[config.mk]
export PLATFORM = sky130hd
export DESIGN_NAME = nb_update_ctrl
export DESIGN_NICKNAME = d
export VERILOG_FILES = /design/src/rtl/nb_update_ctrl.sv
export SDC_FILE = /design/constraint.sdc
export NUM_CORES = 1
export LEC_CHECK = 0
export BUFFER_PORTS_ARGS = -buffer_cell sky130_fd_sc_hd__buf_2
export CORE_MARGIN = 3
export CORE_UTILIZATION = 35
export CTS_CLUSTER_DIAMETER = 40
export CTS_CLUSTER_SIZE = 14
export DETAILED_ROUTE_END_ITERATION = 8
export GPL_TIMING_DRIVEN = 0
export PLACE_DENSITY_LB_ADDON = 0.3
export SETUP_SLACK_MARGIN = 0.2
export SLEW_MARGIN = 20
export SYNTH_ARGS = -nofsm -noshare
export SYNTH_HDL_FRONTEND = slang
export SYNTH_SLANG_ARGS = --single-unit
[constraint.sdc]
create_clock -name clock -period 5.1 [get_ports clock]
set_clock_uncertainty 0.2 [all_clocks]
set_input_delay 0 -clock clock [delete_from_list [all_inputs] [get_ports clock]]
set_output_delay 0 -clock clock [all_outputs]
set_load 0.01 [all_outputs]
[src/rtl/nb_update_ctrl.sv]
// Four-register update engine: loads a..d, applies steps rounds of cross-coupled updates, then pulses done.
// Optional stall input enabled by macro NB_UPDATE_CTRL_HOLD_EN (port hold freezes RUN).
module nb_update_ctrl #(
    parameter int WIDTH = 32,
    parameter int SUB_K = 3,
    parameter int ADD_K = 10
) (
    input  logic             clock,
    input  logic             reset,
    input  logic             start,
    input  logic [WIDTH-1:0] a_init,
    input  logic [WIDTH-1:0] b_init,
    input  logic [WIDTH-1:0] c_init,
    input  logic [WIDTH-1:0] d_init,
    input  logic [7:0]       steps,
`ifdef NB_UPDATE_CTRL_HOLD_EN
    input  logic             hold,
`endif
    output logic [WIDTH-1:0] a,
    output logic [WIDTH-1:0] b,
    output logic [WIDTH-1:0] c,
    output logic [WIDTH-1:0] d,
    output logic             busy,
    output logic             done,
    output logic [7:0]       step_idx
);

    typedef enum logic [1:0] {
        IDLE = 2'd0,
        LOAD = 2'd1,
        RUN  = 2'd2,
        DONE = 2'd3
    } state_t;

    localparam logic [WIDTH-1:0] SUB_V = WIDTH'(SUB_K);
    localparam logic [WIDTH-1:0] ADD_V = WIDTH'(ADD_K);
    localparam logic [WIDTH-1:0] ONE_V = WIDTH'(1);

    state_t     state_q;
    state_t     state_d;
    logic [7:0] remaining;
    logic       load_en;
    logic       step_en;
    logic       stall;

`ifdef NB_UPDATE_CTRL_HOLD_EN
    assign stall = hold;
`else
    assign stall = 1'b0;
`endif

    always_ff @(posedge clock or posedge reset) begin
        if (reset) begin
            state_q <= IDLE;
        end else begin
            state_q <= state_d;
        end
    end

    always_comb begin
        state_d = state_q;
        load_en = 1'b0;
        step_en = 1'b0;
        busy    = 1'b0;
        done    = 1'b0;
        case (state_q)
            IDLE: begin
                if (start) begin
                    load_en = 1'b1;
                    state_d = LOAD;
                end
            end
            LOAD: begin
                busy    = 1'b1;
                state_d = (remaining == 8'd0) ? DONE : RUN;
            end
            RUN: begin
                busy = 1'b1;
                if (!stall) begin
                    step_en = 1'b1;
                    // remaining is at least 1 here; this step consumes the last one
                    if (remaining == 8'd1) begin
                        state_d = DONE;
                    end
                end
            end
            DONE: begin
                done    = 1'b1;
                state_d = IDLE;
            end
            default: state_d = IDLE;
        endcase
    end

    // All four updates read pre-edge values, so the swap-like coupling needs no temporaries.
    always_ff @(posedge clock or posedge reset) begin
        if (reset) begin
            a         <= '0;
            b         <= '0;
            c         <= '0;
            d         <= '0;
            remaining <= 8'd0;
            step_idx  <= 8'd0;
        end else if (load_en) begin
            a         <= a_init;
            b         <= b_init;
            c         <= c_init;
            d         <= d_init;
            remaining <= steps;
            step_idx  <= 8'd0;
        end else if (step_en) begin
            a         <= b + c;
            d         <= a - SUB_V;
            b         <= d + ADD_V;
            c         <= c + ONE_V;
            remaining <= remaining - 8'd1;
            step_idx  <= step_idx + 8'd1;
        end
    end

endmodule

Word level (Yosys, flattened, before mapping)

Index checks and enable logic that the tools add are counted.

Word-level logic and storage cells: 45
Bits of input ports: 139
Register bits after elaboration: 146
Output and inout bits: 138

Equal/unequal tests: 6
Mux-type cells: 21
Reductions and logical operators: 5
Add/subtract/negate cells: 6

Operators by type and width:

| cell                  | number |
|---|---|
| $mux 32               | 8 |
| $add 32x1->32 const B | 1 |
| $add 32x32->32        | 1 |
| $add 32x4->32 const B | 1 |
| $mux 8                | 4 |
| $sub 32x2->32 const B | 1 |
| $add 8x1->8 const B   | 1 |
| $eq 8x1->1 const B    | 1 |
| $logic_not 8->1       | 1 |
| $pmux 2 s4            | 1 |
| $sub 8x1->8 const B   | 1 |
| $mux 1                | 6 |
| $eq 2x2->1 const B    | 2 |
| $mux 2                | 2 |
| $ne 2x2->1 const B    | 2 |
| $eq 2x1->1 const B    | 1 |
| $logic_not 2->1       | 1 |
| $reduce_and 2->1      | 1 |
| $reduce_bool 2->1     | 1 |
| $reduce_or 2->1       | 1 |

Longest topological paths before layout

Gate-level depths: netlist (run 1).

Depth in word-level cells: 4
Gate-level depth with buffers: 11
Depth with buffers taken out: 10

Least setup slack after synthesis (run 1)

OpenSTA, ideal clock, no wires.

Path kind: register to register
Start: register a[0]
End: register d[28]
Stages on the path, launching flop included: 9
Clock period less this slack: 3024 ps
Library setup time: 127 ps
Path buffers: 0
Setup slack: 2076 ps
Data required time: 4773 ps
Data arrival time: 2697 ps
Cells stage by stage: dfrtp_1 -> ha_1 -> or4_4 -> or2b_4 -> or4_4 -> or3_4 -> nor3_4 -> xnor2_1 -> o21ai_1

Longest elaborated chain between the ends: 3

Ends and longest elaborated chain:

| element                  | line | RTL |
|---|---|---|
| start: declaration       | 19   | `output logic [WIDTH-1:0] a,` |
| start signal: assignment | 105  | `a <= a_init;` |
| start signal: assignment | 112  | `a <= b + c;` |
| $sub 32x2->32            | 113  | `d <= a - SUB_V;` |
| $mux 32                  | 111  | `end else if (step_en) begin` |
| $mux 32                  | 104  | `end else if (load_en) begin` |
| end signal: assignment   | 108  | `d <= d_init;` |
| end signal: assignment   | 113  |  |
| end: declaration         | 22   | `output logic [WIDTH-1:0] d,` |

No other way between the ends. The select of a mux whose other input is x is not followed.
A chain may end at the register's enable or synchronous reset.

Final worst setup path (run 1)

Start: register c[0]
End: register a[22]

Longest elaborated chain between the ends: 3

Ends and longest elaborated chain:

| element                  | line | RTL |
|---|---|---|
| start: declaration       | 21   | `output logic [WIDTH-1:0] c,` |
| start signal: assignment | 107  | `c <= c_init;` |
| start signal: assignment | 115  | `c <= c + ONE_V;` |
| $add 32x32->32           | 112  |  |
| $mux 32                  | 111  |  |
| $mux 32                  | 104  |  |

No other way between the ends. The select of a mux whose other input is x is not followed.

==> results of run 1 <==
==> metrics by stage <==
stage	instance area, sq um	power, mW	instances	hold WS [ns]	worst slack (ns)
floorplan	9560	1.20	1133	-0.0835	0.977
global placement	11400	1.27	1744	0.00420	-1.16
detailed placement	11400	1.27	1745	-0.123	1.36
CTS	13400	2.65	1917	0.0900	1.16
global route	13400	2.71	1917	0.119	0.938
finish	13400	2.64	1917	0.0928	1.12
==> power by group through the flow <==
stage / Combinational (mW) / Clock [mW] / Sequential, mW
global route: 0.189 / 1.36 / 1.16
CTS: 0.173 / 1.31 / 1.16
floorplan: 0.0179 / 0 / 1.18
global placement: 0.0887 / 0 / 1.18
detailed placement: 0.0914 / 0 / 1.18
finish: 0.176 / 1.31 / 1.16
==> cells in the final DEF, fill, tap and decap left out, types with 38 or more instances in the layout <==
master and count:
a21oi_1 63, nor2_1 44, nand2_1 192, xnor2_1 61, xor2_1 60, nand3_1 38, dlygate4sd3_1 141, buf_2 276
clkbuf_1 52, dfrtp_1 146, ha_1 42, o21ai_0 193
==> worst paths after layout <==
kind,end,depth (start not counted),slack [ns]
worst max-delay path,a[22],11,1.12
worst min-delay path,c[29],4,0.09
worst max register to register,a[22],11,1.12
worst min register to register,step_idx[7],2,0.37
max in group asynchronous,a[20],5,3.32
min in group asynchronous,d[0],4,0.56
==> flip-flops by register name, indices dropped and copies added (netlist names) <==
signal	flops
step_idx	8
d	32
state_q	2
a	32
b	32
remaining	8
c	32
==> cells by family after synthesis <==
kind of cell               Yosys count  share of synthesized area, %
AOI/OAI and AO/OA                  311                          17.8
xor gates and xnor gates           121                          11.1
adders and majority gates           43                          5.71
buffers and inverters               78                          3.22
DFF                                146                          38.2
muxes                               34                          3.57
and+or+nand+nor                    400                          20.4
==> routing by layer <==
metal	vias up	global-route usage, %
met5	-	0
met4	0	10.6
met3	76	4.48
met2	474	41.6
met1	5012	36.5
li1	4869	-
==> timing repair <==
| item | 4_1_cts | 5_1_grt |
|---|---|---|
| hold buffers | 141 | 0 |
| endpoints found under the hold margin | 283 | 0 |
| resized for setup | 0 | 0 |
| buffers inserted | 0 | 0 |
==> worst max-delay path, delay by kind of cell (launching register included) <==
| kind | cells | cell delay, ns |
|---|---|---|
| AOI/OAI and AO/OA | 7 | 1.70 |
| adders and majority gates | 2 | 0.67 |
| buffers and inverters | 1 | 0.55 |
| DFF | 1 | 0.46 |
| xor gates and xnor gates | 1 | 0.27 |
==> area by class of cell <==
cell class,instances,area (sq um),area share [%]
inverters,16,67.6,0.504
plain buffers,62,248,1.85
clock buffers,23,488,3.64
multi-input cells,909,5600,41.8
flip-flops and latches,146,3650,27.3
clock inverters,8,103,0.766
well taps,335,419,3.13
repair buffers,418,2820,21.0
==> metrics.cfg, run 1 <==
[finish]
final_util_pct = 50.7
antennaDiodeCount = 0
syn2layout_area_growth_pct = 40.1
fillers = 2518
drive_above_1_share_pct = 20.4
fin_nets = 1752

[worst_setup_path]
critical_path_class = reg2reg
cp_slowest_cell = dlygate4sd3_1
cp-startpoint = c[0]
r2r_start = c[0]
endpoint_kind = flip-flop
arrival_ns = 4.10
path_max_fanout = 6
crit_path_start_kind = flip-flop
max_stage_delay_ns = 0.55
worstPathRequired_ns = 5.22
worstPathCellList = ha_1 > fa_1 > a21oi_1 > o21ai_0 > o21ai_0 > o31a_1 > o22ai_1 > xnor2_1 > a21oi_1 > a21o_1 > dlygate4sd3_1

[synthesis]
synthTopCellsByArea = dfrtp_1 (38%), o21ai_0 (10%), nand2_1 (7.5%)
synth_ff_type = dfrtp_1
synth_area_leader_cell = dfrtp_1
netlist_area_sq_um = 9560
synthesis.nets = 1315
yosys_warnings = 0
synthArstFlopShare_pct = 100
ys_ff_latch = 146
avgSynthCellArea_sq_um = 8.44
synth.most_common_cell = o21ai_0
ys_seq_area_share_pct = 38.2
synth_cells = 1133
ys_types = 58
synth_top_area_share_pct = 38.2
synth_edf_count = 0
synthTopCellsByCount = o21ai_0 (193), nand2_1 (192), dfrtp_1 (146)

[floorplanning]
rows = 59
die_height_um = 171
die_area_sq_um = 29300
core_area_sq_um = 26400
ios = 277
die_x_um = 171
initial_core_util_pct = 36.2

[hold_path]
hp-class = in2reg
hp-start = c_init[29]

[detailed_routing]
wl_met3_um = 2770
met2_length_um = 17700
routed_via_density = 5.44
drt_iter0_markers = 820
wirelength_um = 39400
routedWlPerCell_um = 20.5
wl_met1_um = 17400
top_layer = met4
antenna_left = 0
dr_total_vias = 10431
drc = 0
first_pass_iters = 5

[run]
maxCapViolations = 0

[power]
p_comb_share_pct = 6.6
p_per_area_nw_per_um2 = 197
p_int_mw = 2.04
clockPowerShare_pct = 49.6
p_sw_uw = 605
swShare_pct = 22.9
p_leak_nw = 6.35
power_frac_seq_pct = 43.8
peakVddDrop_mv = 0.144

[timing]
finalSetupViolCount = 0
final_hold_viol_count = 0
period_share_pct = 78.1
tns_ns = 0
period_minus_slack_ns = 3.98
tightest_slew_ns = 1.12
final_max_slew_viol_count = 0
rsz0062_at_grt = no
max_slew_margin_pct = 25.4
max_freq_ghz = 0.251

[clock_tree]
htreeDepth = 4
cts_buffers = 17
clk-insertion-delay-late_ns = 0.43
root_buffer = clkbuf_16
clock_path_buffers = 2
cts.clk_slew.worst_paths_ns = 0.07
cts_sinks = 146
tritoncts = built

[grt]
grt_max_degree = 88
grt_first_pass_wirelength_um = 59500
antenna_found_initial = 0
grt_pass1_vias = 10087
grt_overflow_total = 0
grt.total_usage_pct = 26.5

[status]
status = finished, final reports clean

[placement]
hpwl_um = 29200
gp_congestion = 0.892
port_buffers = 276

(Power assumes the default switching activity.)
==> run 2, diff against run 1 <==
--- a/config.mk
+++ b/config.mk
@@ -5,6 +5,7 @@
 export SDC_FILE = /design/constraint.sdc
 export NUM_CORES = 1
 export LEC_CHECK = 0
+export ABC_AREA = 1
 export BUFFER_PORTS_ARGS = -buffer_cell sky130_fd_sc_hd__buf_2
 export CORE_MARGIN = 3
 export CORE_UTILIZATION = 35
==> constraint.sdc (replaced) <==
create_clock -name clock -period 3.4 [get_ports clock]
set_clock_uncertainty 0.2 [all_clocks]
set_input_delay 0 -clock clock [delete_from_list [all_inputs] [get_ports clock]]
set_output_delay 0 -clock clock [all_outputs]
set_load 0.01 [all_outputs]
==> run 2 against run 1 <==
  * Worst hold slack improved by 0.016 ns
  * Wire length grew 46%
  * Utilization is 2.4 points lower
  * Design area increased by 15%
==> metrics.cfg, run 2 <==
[grt]
grt_pass1_vias = 13513  ; +34%
grt_overflow_total = 0  ; unchanged
grt_first_pass_wirelength_um = 83300  ; +40%
antenna_found_initial = 1  ; +1
grt.total_usage_pct = 32.9  ; +6.4 points
grt_max_degree = 32  ; -64%

[synthesis]
ys_seq_area_share_pct = 32.1  ; -6.1 points
synthTopCellsByCount = nand2_1 (556), inv_1 (241), nor2_1 (223)
synth_cells = 1774  ; +57%
synthesis.nets = 1956  ; +49%
yosys.area_share.simple_pct = 36.9  ; +16 points
synth-compound-area-share_pct = 13.5  ; -4.2 points
synth_top_family_by_area = simple AND/OR/NAND/NOR gates
synthArstFlopShare_pct = 100  ; unchanged
synth_edf_count = 0  ; unchanged
muxShareOfSynthArea_pct = 0.0880  ; -3.5 points
netlist_area_sq_um = 11400  ; +19%
ys_ff_latch = 146  ; unchanged
avgSynthCellArea_sq_um = 6.41  ; -24%
synth_area_leader_cell = dfrtp_1
synthAdderAreaFrac_pct = 4.80  ; -0.91 points
ys_types = 49  ; -16%
synthTopCellsByArea = dfrtp_1 (32%), nand2_1 (18%), inv_1 (8.0%)
synth_top_area_share_pct = 32.1  ; -6.1 points
synth.most_common_cell = nand2_1
synth_ff_type = dfrtp_1
yosys_warnings = 0  ; unchanged
synth_xor_area_share_pct = 2.31  ; -8.8 points

[clock_tree]
cts.clk_slew.worst_paths_ns = 0.08  ; about the same
htreeDepth = 4  ; unchanged
root_buffer = clkbuf_16
clock_path_buffers = 2  ; unchanged
cts_sinks = 146  ; unchanged
clk-insertion-delay-late_ns = 0.45  ; +0.02 ns
cts_buffers = 17  ; unchanged
tritoncts = built

[finish]
antennaDiodeCount = 0  ; unchanged
drive_above_1_share_pct = 17.6  ; -2.7 points
layout_commonest_cell = nand2_1
final_cell_mix = nand2_1 (556), buf_2 (299), inv_1 (240), nor2_1 (223), dfrtp_1 (146)
fin_nets = 2395  ; +37%
syn2layout_area_growth_pct = 35.1
final_util_pct = 48.3  ; -2.4 points

[floorplanning]
core_area_sq_um = 31800  ; +20%
die_x_um = 186  ; +8.8%
die_height_um = 186  ; +8.8%
initial_core_util_pct = 35.8  ; -0.41 points
die_area_sq_um = 34700  ; +18%
ios = 277  ; unchanged
rows = 65  ; +10%

[detailed_routing]
dr_total_vias = 14129  ; +35%
wirelength_um = 57600  ; +46%
drt_iter0_markers = 1493  ; +82%
antenna_left = 0  ; unchanged
drc = 0  ; unchanged
routed_via_density = 5.31  ; -2.4%
routedWlPerCell_um = 21.7  ; +5.6%
first_pass_iters = 5  ; unchanged

[power]
p_total_mw = 16.5  ; +520%
p_int_mw = 7.07  ; +250%
p_leak_nw = 8.01  ; +26%
peakVddDrop_mv = 0.545  ; +280%
p_comb_share_pct = 63.9  ; +57 points
swShare_pct = 57.0  ; +34 points
p_per_area_nw_per_um2 = 1070  ; +440%
power_frac_seq_pct = 24.4  ; -19 points
clockPowerShare_pct = 11.7  ; -38 points
p_sw_mw = 9.39  ; +1500%

[worst_setup_path]
r2r_setup_slack_ns = 0.22  ; -0.90 ns
crit_path_start_kind = flip-flop
cp-startpoint = state_q[0]
endpoint_kind = flip-flop
critical_path_class = reg2reg
worstPathRequired_ns = 3.50  ; -1.72 ns
cpMostUsedCell = nand2_1
path_max_fanout = 10  ; +4
rr_endpoint = b[28]
r2r_start = state_q[0]
endpoint = b[28]
worstPathCellList = inv_1 > ha_1 > nand2_2 > buf_1 > nand2_1 > o21ai_0 > nand2_1
arrival_ns = 3.28  ; -0.82 ns
max_stage_delay_ns = 0.88  ; +0.33 ns
rr_worst_depth = 7  ; -4
cp_slowest_cell = buf_1

[timing]
max_slew_margin_pct = 22.8  ; -2.6 points
period_share_pct = 93.5  ; +15 points
finalSetupViolCount = 0  ; unchanged
final_hold_viol_count = 0  ; unchanged
period_minus_slack_ns = 3.18  ; -0.803 ns
max_freq_ghz = 0.314  ; +25%
rsz0062_at_grt = yes
final_max_slew_viol_count = 0  ; unchanged
tightest_slew_ns = 1.16  ; +0.0392 ns
tns_ns = 0  ; unchanged

[placement]
gp_congestion = 0.943  ; +5.7%
hpwl_um = 43800  ; +50%
port_buffers = 276  ; unchanged

[status]
status = finished, final reports clean

[run]
maxCapViolations = 0  ; unchanged

[hold_path]
hold_path_depth = 4  ; unchanged
hp-class = in2reg

[run 2: what timing repair did]
| action | 4_1_cts | 5_1_grt |
|---|---|---|
| gates resized for setup | 0 | 8 |
| buffers inserted | 0 | 0 |
| endpoints found under the hold margin | 284 | 0 |
| hold buffers | 139 | 0 |
| endpoints found under the setup margin | 0 | 12 |
[run 2: cell families after synthesis]
kind of cell | Yosys count
compound gates | 256
xor+xnor | 30
fa+ha+maj | 43
buf+inv | 302
flops | 146
mux | 1
simple gates | 996
[run 2: area by class of cell]
type	count	area [sq um]
Clock inverter	10	103
Fill cell	3259	16400
Tap cell	435	544
Multi-Input combinational cell	1326	6560
Sequential cell	146	3650
Clock buffer	21	460
Inverter	250	942
Timing Repair Buffer	420	2870
Buffer	52	233
[run 2: power groups by stage]
stage / Combinational [mW] / Clock (mW) / Sequential, mW
2_1_floorplan: 6.14 / 0 / 3.81
3_3_place_gp: 10.0 / 0 / 3.96
3_5_place_dp: 10.1 / 0 / 3.96
4_1_cts: 10.3 / 1.93 / 3.94
5_1_grt: 11.5 / 1.99 / 4.09
6_report: 10.5 / 1.93 / 4.02
[run 2: critical path, delay by kind of cell (launching register included)]
kind | cells | cell delay [ns]
buffers and inverters | 2 | 0.99
adder cells (fa/ha/maj) | 1 | 0.23
flip-flops | 1 | 0.39
AO/OA/AOI/OAI | 1 | 0.64
AND/OR/NAND/NOR | 3 | 0.57
[run 2: through the flow]
step	setup slack, ns	instance area [sq um]	hold slack (ns)	instances
after floorplan	1.23	11400	-0.0732	1774
after global placement	0.186	13300	0.0185	2485
after detailed placement	0.293	13400	-0.286	2490
after CTS	0.285	15400	0.107	2660
after global routing	0.181	15400	0.136	2660
final	0.220	15400	0.109	2660
[run 2: how the worst min path moves through the flow]
stage / slack (ns) / startpoint / end
floorplan: -0.07 / d_init[0] / d[0]
global placement: 0.02 / d_init[0] / d[0]
detailed placement: -0.29 / reset / c[0]
CTS: 0.11 / a_init[14] / a[14]
global route: 0.14 / b_init[2] / b[2]
finish: 0.11 / b_init[2] / b[2]
[run 2: layer usage]
| layer | wire length, um | part of all wire [%] | GRT usage (%) |
|---|---|---|---|
| met2 | 26100 | 45 | 52.5 |
| met4 | 2830 | 4.9 | 15.2 |
| met1 | 22900 | 40 | 44.0 |
| met3 | 5830 | 10 | 5.10 |
| met5 | 0 | 0 | 0 |
